$ cat src/rtl/rr_issue_arbiter.sv
// Round-robin arbiter: N valid/ready requesters share one registered output port.
// Optional payload path is enabled by defining RR_ARB_PAYLOAD_EN.
module rr_issue_arbiter #(
    parameter int N      = 4,
    parameter int IDX_W  = $clog2(N),
    parameter int DATA_W = 32
) (
    input  logic                clock,
    input  logic                reset,
    input  logic                flush,
    input  logic [N-1:0]        req_valid,
    output logic [N-1:0]        req_ready,
`ifdef RR_ARB_PAYLOAD_EN
    input  logic [N*DATA_W-1:0] req_data,
    output logic [DATA_W-1:0]   out_data,
`endif
    output logic                out_valid,
    input  logic                out_ready,
    output logic [N-1:0]        out_onehot,
    output logic [IDX_W-1:0]    out_idx
);

    logic [N-1:0]     base;
    logic [N-1:0]     mask_hi;
    logic [N-1:0]     req_hi;
    logic [N-1:0]     grant;
    logic [IDX_W-1:0] grant_idx;
    logic             load;

    function automatic logic [IDX_W-1:0] enc(input logic [N-1:0] onehot);
        logic [IDX_W-1:0] idx;
        idx = '0;
        for (int i = 0; i < N; i++) begin
            if (onehot[i]) idx = idx | IDX_W'(i);
        end
        return idx;
    endfunction

    // Bits at or above base get first pick; fall back to the lowest set bit to wrap.
    always_comb begin
        mask_hi = ~(base - N'(1));
        req_hi  = req_valid & mask_hi;
        if (|req_hi) grant = req_hi & (~req_hi + N'(1));
        else         grant = req_valid & (~req_valid + N'(1));
        grant_idx = enc(grant);
    end

    assign load      = (~out_valid | out_ready) & ~flush;
    assign req_ready = (load & ~reset) ? grant : '0;

`ifdef RR_ARB_PAYLOAD_EN
    logic [DATA_W-1:0] data_sel;

    always_comb begin
        data_sel = '0;
        for (int i = 0; i < N; i++) begin
            if (grant[i]) data_sel = data_sel | req_data[i*DATA_W +: DATA_W];
        end
    end

    always_ff @(posedge clock) begin
        if (reset)                  out_data <= '0;
        else if (load && (|grant))  out_data <= data_sel;
    end
`endif

    always_ff @(posedge clock) begin
        if (reset) begin
            base       <= N'(1);
            out_valid  <= 1'b0;
            out_onehot <= '0;
            out_idx    <= '0;
        end else if (flush) begin
            out_valid <= 1'b0;
        end else if (load) begin
            if (|grant) begin
                out_valid  <= 1'b1;
                out_onehot <= grant;
                out_idx    <= grant_idx;
                base       <= {grant[N-2:0], grant[N-1]};
            end else begin
                out_valid <= 1'b0;
            end
        end
    end

    always @(posedge clock) begin
        if (!reset) begin
            assert ($onehot0(out_onehot));
            assert ($onehot0(req_ready));
            assert (out_idx == enc(out_onehot));
        end
    end

endmodule

$ cat config.mk
export PLATFORM = sky130hd
export DESIGN_NAME = rr_issue_arbiter
export DESIGN_NICKNAME = d
export VERILOG_FILES = /design/src/rtl/rr_issue_arbiter.sv
export SDC_FILE = /design/constraint.sdc
export NUM_CORES = 1
export LEC_CHECK = 0
export ABC_AREA = 0
export BUFFER_PORTS_ARGS = -buffer_cell sky130_fd_sc_hd__buf_2
export CAP_MARGIN = 20
export CORE_MARGIN = 10
export CORE_UTILIZATION = 30
export CTS_BUF_LIST = sky130_fd_sc_hd__clkbuf_8
export DETAILED_ROUTE_END_ITERATION = 7
export PLACE_DENSITY = 0.61
export SYNTH_ARGS = -nofsm -noshare
export SYNTH_HDL_FRONTEND = slang
export SYNTH_SLANG_ARGS = --single-unit
$ cat constraint.sdc
create_clock -name clock -period 2.2 [get_ports clock]
set_clock_uncertainty 0.05 [all_clocks]
set_input_delay 0.44 -clock clock [delete_from_list [all_inputs] [get_ports clock]]
set_output_delay 0.44 -clock clock [all_outputs]
set_load 0.01 [all_outputs]
Word level (Yosys, flattened, before mapping)
Cells that the tools add are included.

Register bits after elaboration: 11. Input bits: 8.

$add $sub $neg: 3. Reduce and logical (&&, ||, !) cells: 4. Muxes and demuxes: 6. Bitwise gates (word level): 12.

Operator list (count): AND 4 bit (3); NOT 4 bit (3); adder 4 x 1 -> 4 bit, second input constant (2); two-way mux 4 bit (2); OR reduction 4 bit (2); two-way mux 2 bit (2); subtractor 4 x 1 -> 4 bit, second input constant (1); NOT 1 bit (3); AND reduction 3 bit (1); AND 1 bit (2); two-way mux 1 bit (2); OR reduction 2 bit (1); bitwise OR 1 bit (1).

Longest topological paths before layout
Gate-level depths: netlist (run 1).

Depth in word-level cells: 10. Mapped depth: 7. Gate-level depth less buffers: 7.

Worst setup path after synthesis (run 1)
OpenSTA, ideal clock, no wires.

Kind: flip-flop to output port. Start point: reg base[0]. End point: out req_ready[2]. Arrival: 1.620 ns. Path slack: 0.090 ns. Buffers on the path: 0. Stages on the path, launching flop included: 7. Path through: dfxtp_1 > inv_1 > ha_1 > and2_1 > a21oi_1 > a22o_1 > nor2b_1.

Word-level cells in the longest chain between the ends: 8.

Ends and longest elaborated chain: start: declaration (RTL line 23) `logic [N-1:0] base;`; start signal: assignment (RTL line 80) `base <= {grant[N-2:0], grant[N-1]};`; subtractor 4 x 1 -> 4 bit * (RTL line 41) `mask_hi = ~(base - N'(1));`; NOT 4 bit * (RTL line 41); AND 4 bit * (RTL line 42) `req_hi = req_valid & mask_hi;`; NOT 4 bit (RTL line 43) `if (|req_hi) grant = req_hi & (~req_hi + N'(1));`; adder 4 x 1 -> 4 bit (RTL line 43); AND 4 bit (RTL line 43); two-way mux 4 bit * (RTL line 43); two-way mux 4 bit * (RTL line 49) `assign req_ready = (load & ~reset) ? grant : '0;`; end: declaration (RTL line 12) `output logic [N-1:0] req_ready,`.

Every way passes the cells marked *; elsewhere a longest branch is shown, timed or not.

==> results.json, run 1 <==
{
  "status": "complete, but fails checks",
  "violations": "negative setup slack",
  "worstPathRequired_ns": 1.71,
  "rsz0062_at_grt": "true",
  "insertion_delay_ns": 0.23,
  "grt_pass1_wl_mm": 2.97,
  "die_h_um": 63.4,
  "max_slew_margin_pct": 67.8,
  "final_cell_mix": "17 x buf_2, 17 x buf_4, 5 x a21oi_1, 5 x dfxtp_1, 4 x nor2_1",
  "peakVddDrop_v": 0.000370,
  "drc": 0,
  "drt_wl_total_mm": 1.88,
  "leakage_nw": 0.418,
  "fin_crit_ns": 2.21,
  "maxCapViolCount": 0,
  "cts_made_buffers": 3,
  "synth-seq-cells": 8,
  "utilization_pct": 53.8,
  "fin_area_um2": 950,
  "core_um2": 1760,
  "ys.warnings.count": 0,
  "min_period_over_period_pct": 100,
  "placed_area_um2": 716,
  "ys_types": 35,
  "synth-main-ff-cell": "dfxtp_1",
  "layout.nets": 114,
  "row_count": 15,
  "power_density_nw_per_um2": 680,
  "cts.sinks": 8,
  "synthesis.nets": 78,
  "critPathArrivalTime_ns": 1.72,
  "synth_edf_count": 0,
  "holdWs_ns": 0.354,
  "hpwlAfterDp_mm": 1.36,
  "worst_pin_slew_ns": 0.479,
  "drtIter0Drc": 17,
  "clkTransAtPathRegs_ns": 0.04,
  "initial_core_util_pct": 32.0,
  "tritoncts": "yes",
  "vias": 682,
  "cts_buffer_depth": 2,
  "worstSetupEndpointType": "primary output",
  "fin_ws_ns": -0.00745,
  "rrSetupSlack_ns": 0.10,
  "clockRootBuffer": "clkbuf_8",
  "die-area_um2": 4020,
  "diodes": 0,
  "path_class": "reg -> out",
  "drive_gt1_share_pct": 57.3,
  "async_reset_ff_share_pct": 0,
  "startpoint_type": "flip-flop",
  "hold_violations": 0,
  "synthToLayoutAreaGrowth_pct": 68.3,
  "ios": 19,
  "ant_nets": 0,
  "drv_slew": 0,
  "fmax_mhz": 453,
  "antenna_found_initial": 0,
  "drt_first_pass_iters": 4,
  "grt_overflow_total": 0,
  "routabilityCongestion": 0.949,
  "fp.dieW_um": 63.4,
  "grt_use_total_pct": 8.92,
  "placed_cells": 115,
  "avgSynthCellArea_um2": 8.18,
  "port-buffer-count": 18,
  "syn_inst": 69,
  "cp_max_fo": 4,
  "hold_path_class": "in -> reg",
  "setup_violations": 1,
  "grt_max_degree": 11,
  "vias_per_cell": 5.33,
  "seq_area_frac_synth_pct": 28.4,
  "ctsHoldBuffers": 0,
  "wl_per_cell_um": 14.7,
  "cts-htree-levels": 1,
  "syn-cell-area_um2": 564,
  "fin_cells": 128,
  "grt_pass1_vias": 665
}
-- stage by stage --
step                power [mW]  worst slack, ns  setup TNS [ns]
finish                   0.646         -0.00745        -0.00745
global route             0.683          -0.0660          -0.172
CTS                      0.611          0.00183               0
detailed placement       0.378           0.0234               0
global placement         0.377           0.0590               0
floorplan                0.303           0.0899               0
-- path summary, 6_finish.rpt --
| kind | startpoint | to | depth (start not counted) |
|---|---|---|---|
| hold / removal | flush | out_valid | 2 |
| setup reg to reg | base[0] | out_onehot[1] | 10 |
| setup / recovery | out_onehot[0] | req_ready[3] | 5 |
| hold reg to reg | out_idx[0] | out_idx[0] | 2 |
-- cells by family after synthesis --
| kind of cell | after synthesis | synth area share [%] |
|---|---|---|
| and+or+nand+nor | 25 | 24.4 |
| AOI/OAI and AO/OA | 25 | 34.4 |
| buffers and inverters | 8 | 7.32 |
| muxes | 1 | 1.77 |
| DFF | 8 | 28.4 |
| xor gates and xnor gates | 1 | 1.55 |
| adders and majority gates | 1 | 2.22 |
-- final cells by class --
| type | count | area [µm²] |
|---|---|---|
| repair buffers | 36 | 235 |
| fillers | 170 | 815 |
| well taps | 25 | 31.3 |
| inverters | 3 | 11.3 |
| multi-input cells | 53 | 462 |
| flip-flops and latches | 8 | 169 |
| clock buffers | 3 | 41.3 |
-- cells in the mapped netlist (2+ instances only) --
master | count | area share (%)
dfxtp_1 | 8 | 28
a21oi_1 | 6 | 5.3
nand2_1 | 4 | 2.7
nor2_1 | 4 | 2.7
nor2b_1 | 4 | 4.4
buf_4 | 3 | 4.0
inv_1 | 3 | 2.0
o21ai_0 | 3 | 2.7
a32oi_1 | 2 | 3.1
and2_1 | 2 | 2.2
and3_1 | 2 | 2.2
clkbuf_1 | 2 | 1.3
nand2b_1 | 2 | 2.2
nor3_1 | 2 | 1.8
o2111ai_1 | 2 | 3.1
-- layer usage --
layer	track usage, %	vias to the layer above	wire, µm
li1	-	336	-
met1	11.0	321	868
met2	13.6	23	894
met3	2.47	2	93
met4	4.92	0	23
met5	0	-	0
-- critical path: stages, from the launching register on --
cell,delay [ns]
dfxtp_4,0.34
or4_4,0.55
and2_4,0.19
o2111ai_4,0.20
nor2_1,0.07
buf_2,0.14
-- timing repair --
| action | 4_1_cts | 5_1_grt |
|---|---|---|
| endpoints found under the setup margin | 4 | 4 |
| pin swaps | 4 | 1 |
| gates resized for setup | 18 | 6 |
| setup buffers | 4 | 6 |
-- where the power goes --
part	internal, mW	total (mW)	leakage (nW)	switching, mW
Clock	0.118	0.175	0.0216	0.0563
Sequential	0.163	0.177	0.0668	0.0140
Combinational	0.152	0.294	0.329	0.142
Total	0.433	0.646	0.418	0.213
-- state kept, by name, summed over array words and instances, names as in the netlist --
name and flops:
out_idx 2, out_onehot 4, out_valid 1, base 1
Note: power is estimated with default switching activity, not from simulation.
==> run 2: changes to the inputs <==
Settings changed: CELL_PAD_IN_SITES_DETAIL_PLACEMENT set to 1, CELL_PAD_IN_SITES_GLOBAL_PLACEMENT set to 1, PLACE_DENSITY 0.61 to 0.77.
==> results.json, run 2 (synthesis results as in run 1) <==
{
  "status": "complete, but fails checks",
  "violations": "negative setup slack",
  "leakage_nw": 0.411,
  "fp.dieW_um": 63.4,
  "die_h_um": 63.4,
  "cts_made_buffers": 3,
  "worst_pin_slew_ns": 0.426,
  "clkTransAtPathRegs_ns": 0.04,
  "setup_violations": 1,
  "vias_per_cell": 5.54,
  "max_slew_margin_pct": 71.4,
  "tritoncts": "yes",
  "drt_first_pass_iters": 4,
  "min_period_over_period_pct": 103,
  "clockRootBuffer": "clkbuf_8",
  "ant_nets": 0,
  "fin_crit_ns": 2.26,
  "initial_core_util_pct": 32.0,
  "core_um2": 1760,
  "grt_pass1_wl_mm": 3.48,
  "cts_buffer_depth": 2,
  "drtIter0Drc": 12,
  "grt_use_total_pct": 10.8,
  "ctsHoldBuffers": 0,
  "fill_cells": 240,
  "layout.nets": 111,
  "worstSetupEndpointType": "primary output",
  "rrSetupSlack_ns": 0.12,
  "placed_area_um2": 708,
  "drc": 0,
  "path_class": "reg -> out",
  "layout_commonest_cell": "buf_2",
  "grt_overflow_total": 0,
  "die-area_um2": 4020,
  "worstPathRequired_ns": 1.71,
  "synthToLayoutAreaGrowth_pct": 65.0,
  "drive_gt1_share_pct": 59.0,
  "wl_per_cell_um": 17.7,
  "fmax_mhz": 443,
  "drv_slew": 0,
  "rsz0062_at_grt": "true",
  "final_cell_mix": "18 x buf_2, 14 x buf_4, 5 x a21oi_1, 5 x dfxtp_1, 4 x nor2b_1",
  "fin_area_um2": 931,
  "peakVddDrop_v": 0.000339,
  "cp_max_fo": 4,
  "grt_max_degree": 11,
  "fin_ws_ns": -0.0567,
  "insertion_delay_ns": 0.23,
  "cts-htree-levels": 1,
  "routabilityCongestion": 0.946,
  "largest_registers": "out_onehot: 4 flops, out_idx: 2 flops",
  "utilization_pct": 52.8,
  "vias": 693,
  "row_count": 15,
  "hpwlAfterDp_mm": 1.50,
  "hold_path_class": "in -> reg",
  "fin_total_pwr_mw": 0.647,
  "startpoint_type": "flip-flop",
  "critPathArrivalTime_ns": 1.77,
  "port-buffer-count": 18,
  "drt_wl_total_mm": 2.22,
  "antenna_found_initial": 0,
  "grt_pass1_vias": 738,
  "holdWs_ns": 0.340,
  "maxCapViolCount": 0,
  "hold_violations": 0,
  "cts.sinks": 8,
  "largest-register": "out_onehot",
  "diodes": 0,
  "ios": 19,
  "power_density_nw_per_um2": 695,
  "largest_reg_flops": 4
}
-- run 2: changes by cell type in the layout (fill, tap and decap cells not counted), sizes merged --
cell  change
buf       -3
-- run 2: repair_timing --
action	in CTS	in global routing
endpoints found under the setup margin	4	6
pin swaps	5	4
setup buffers	6	2
resized for setup	19	6
-- run 2: critical path, cell delays in order, from the launching register on --
cell,delay [ns]
dfxtp_4,0.35
or4_4,0.56
and2_4,0.19
o2111ai_4,0.24
nor2_1,0.06
buf_2,0.14
-- run 2: power by group --
group          total [mW]  internal, mW  switching [mW]  leakage [nW]
combinational       0.293         0.142           0.152         0.323
clock               0.179         0.119          0.0600        0.0216
sequential          0.175         0.163          0.0120        0.0668
-- run 2: layout make-up --
cell class                      instances  area (µm²)  area share [%]
Sequential cell                         8         169            18.1
Timing Repair Buffer                   33         206            22.2
Tap cell                               25        31.3            3.36
Clock buffer                            3        41.3            4.44
Inverter                                3        11.3            1.21
Multi-Input combinational cell         53         472            50.7
-- run 2: worst paths after layout --
kind / from / to / cells past startpoint
setup / recovery: out_onehot[1] / req_ready[3] / 5
hold / removal: flush / out_valid / 2
setup reg to reg: base[0] / out_onehot[3] / 10
hold reg to reg: out_idx[0] / out_idx[0] / 2
-- run 2: per-layer routing --
layer | share of wire, % | vias up | track usage (%)
met5 | 0 | - | 0
met4 | 1.3 | 0 | 4.92
met3 | 9.0 | 3 | 5.65
met2 | 49 | 23 | 17.1
met1 | 40 | 337 | 11.6
li1 | - | 330 | -
-- run 2: metrics by stage --
| stage | TNS, ns | cells | worst slack (ns) |
|---|---|---|---|
| after floorplan | 0 | 69 | 0.0899 |
| after global placement | 0 | 114 | 0.0598 |
| after detailed placement | -0.0164 | 114 | -0.0164 |
| after CTS | -0.0706 | 123 | -0.0453 |
| after global routing | -0.174 | 125 | -0.118 |
| final | -0.0567 | 125 | -0.0567 |
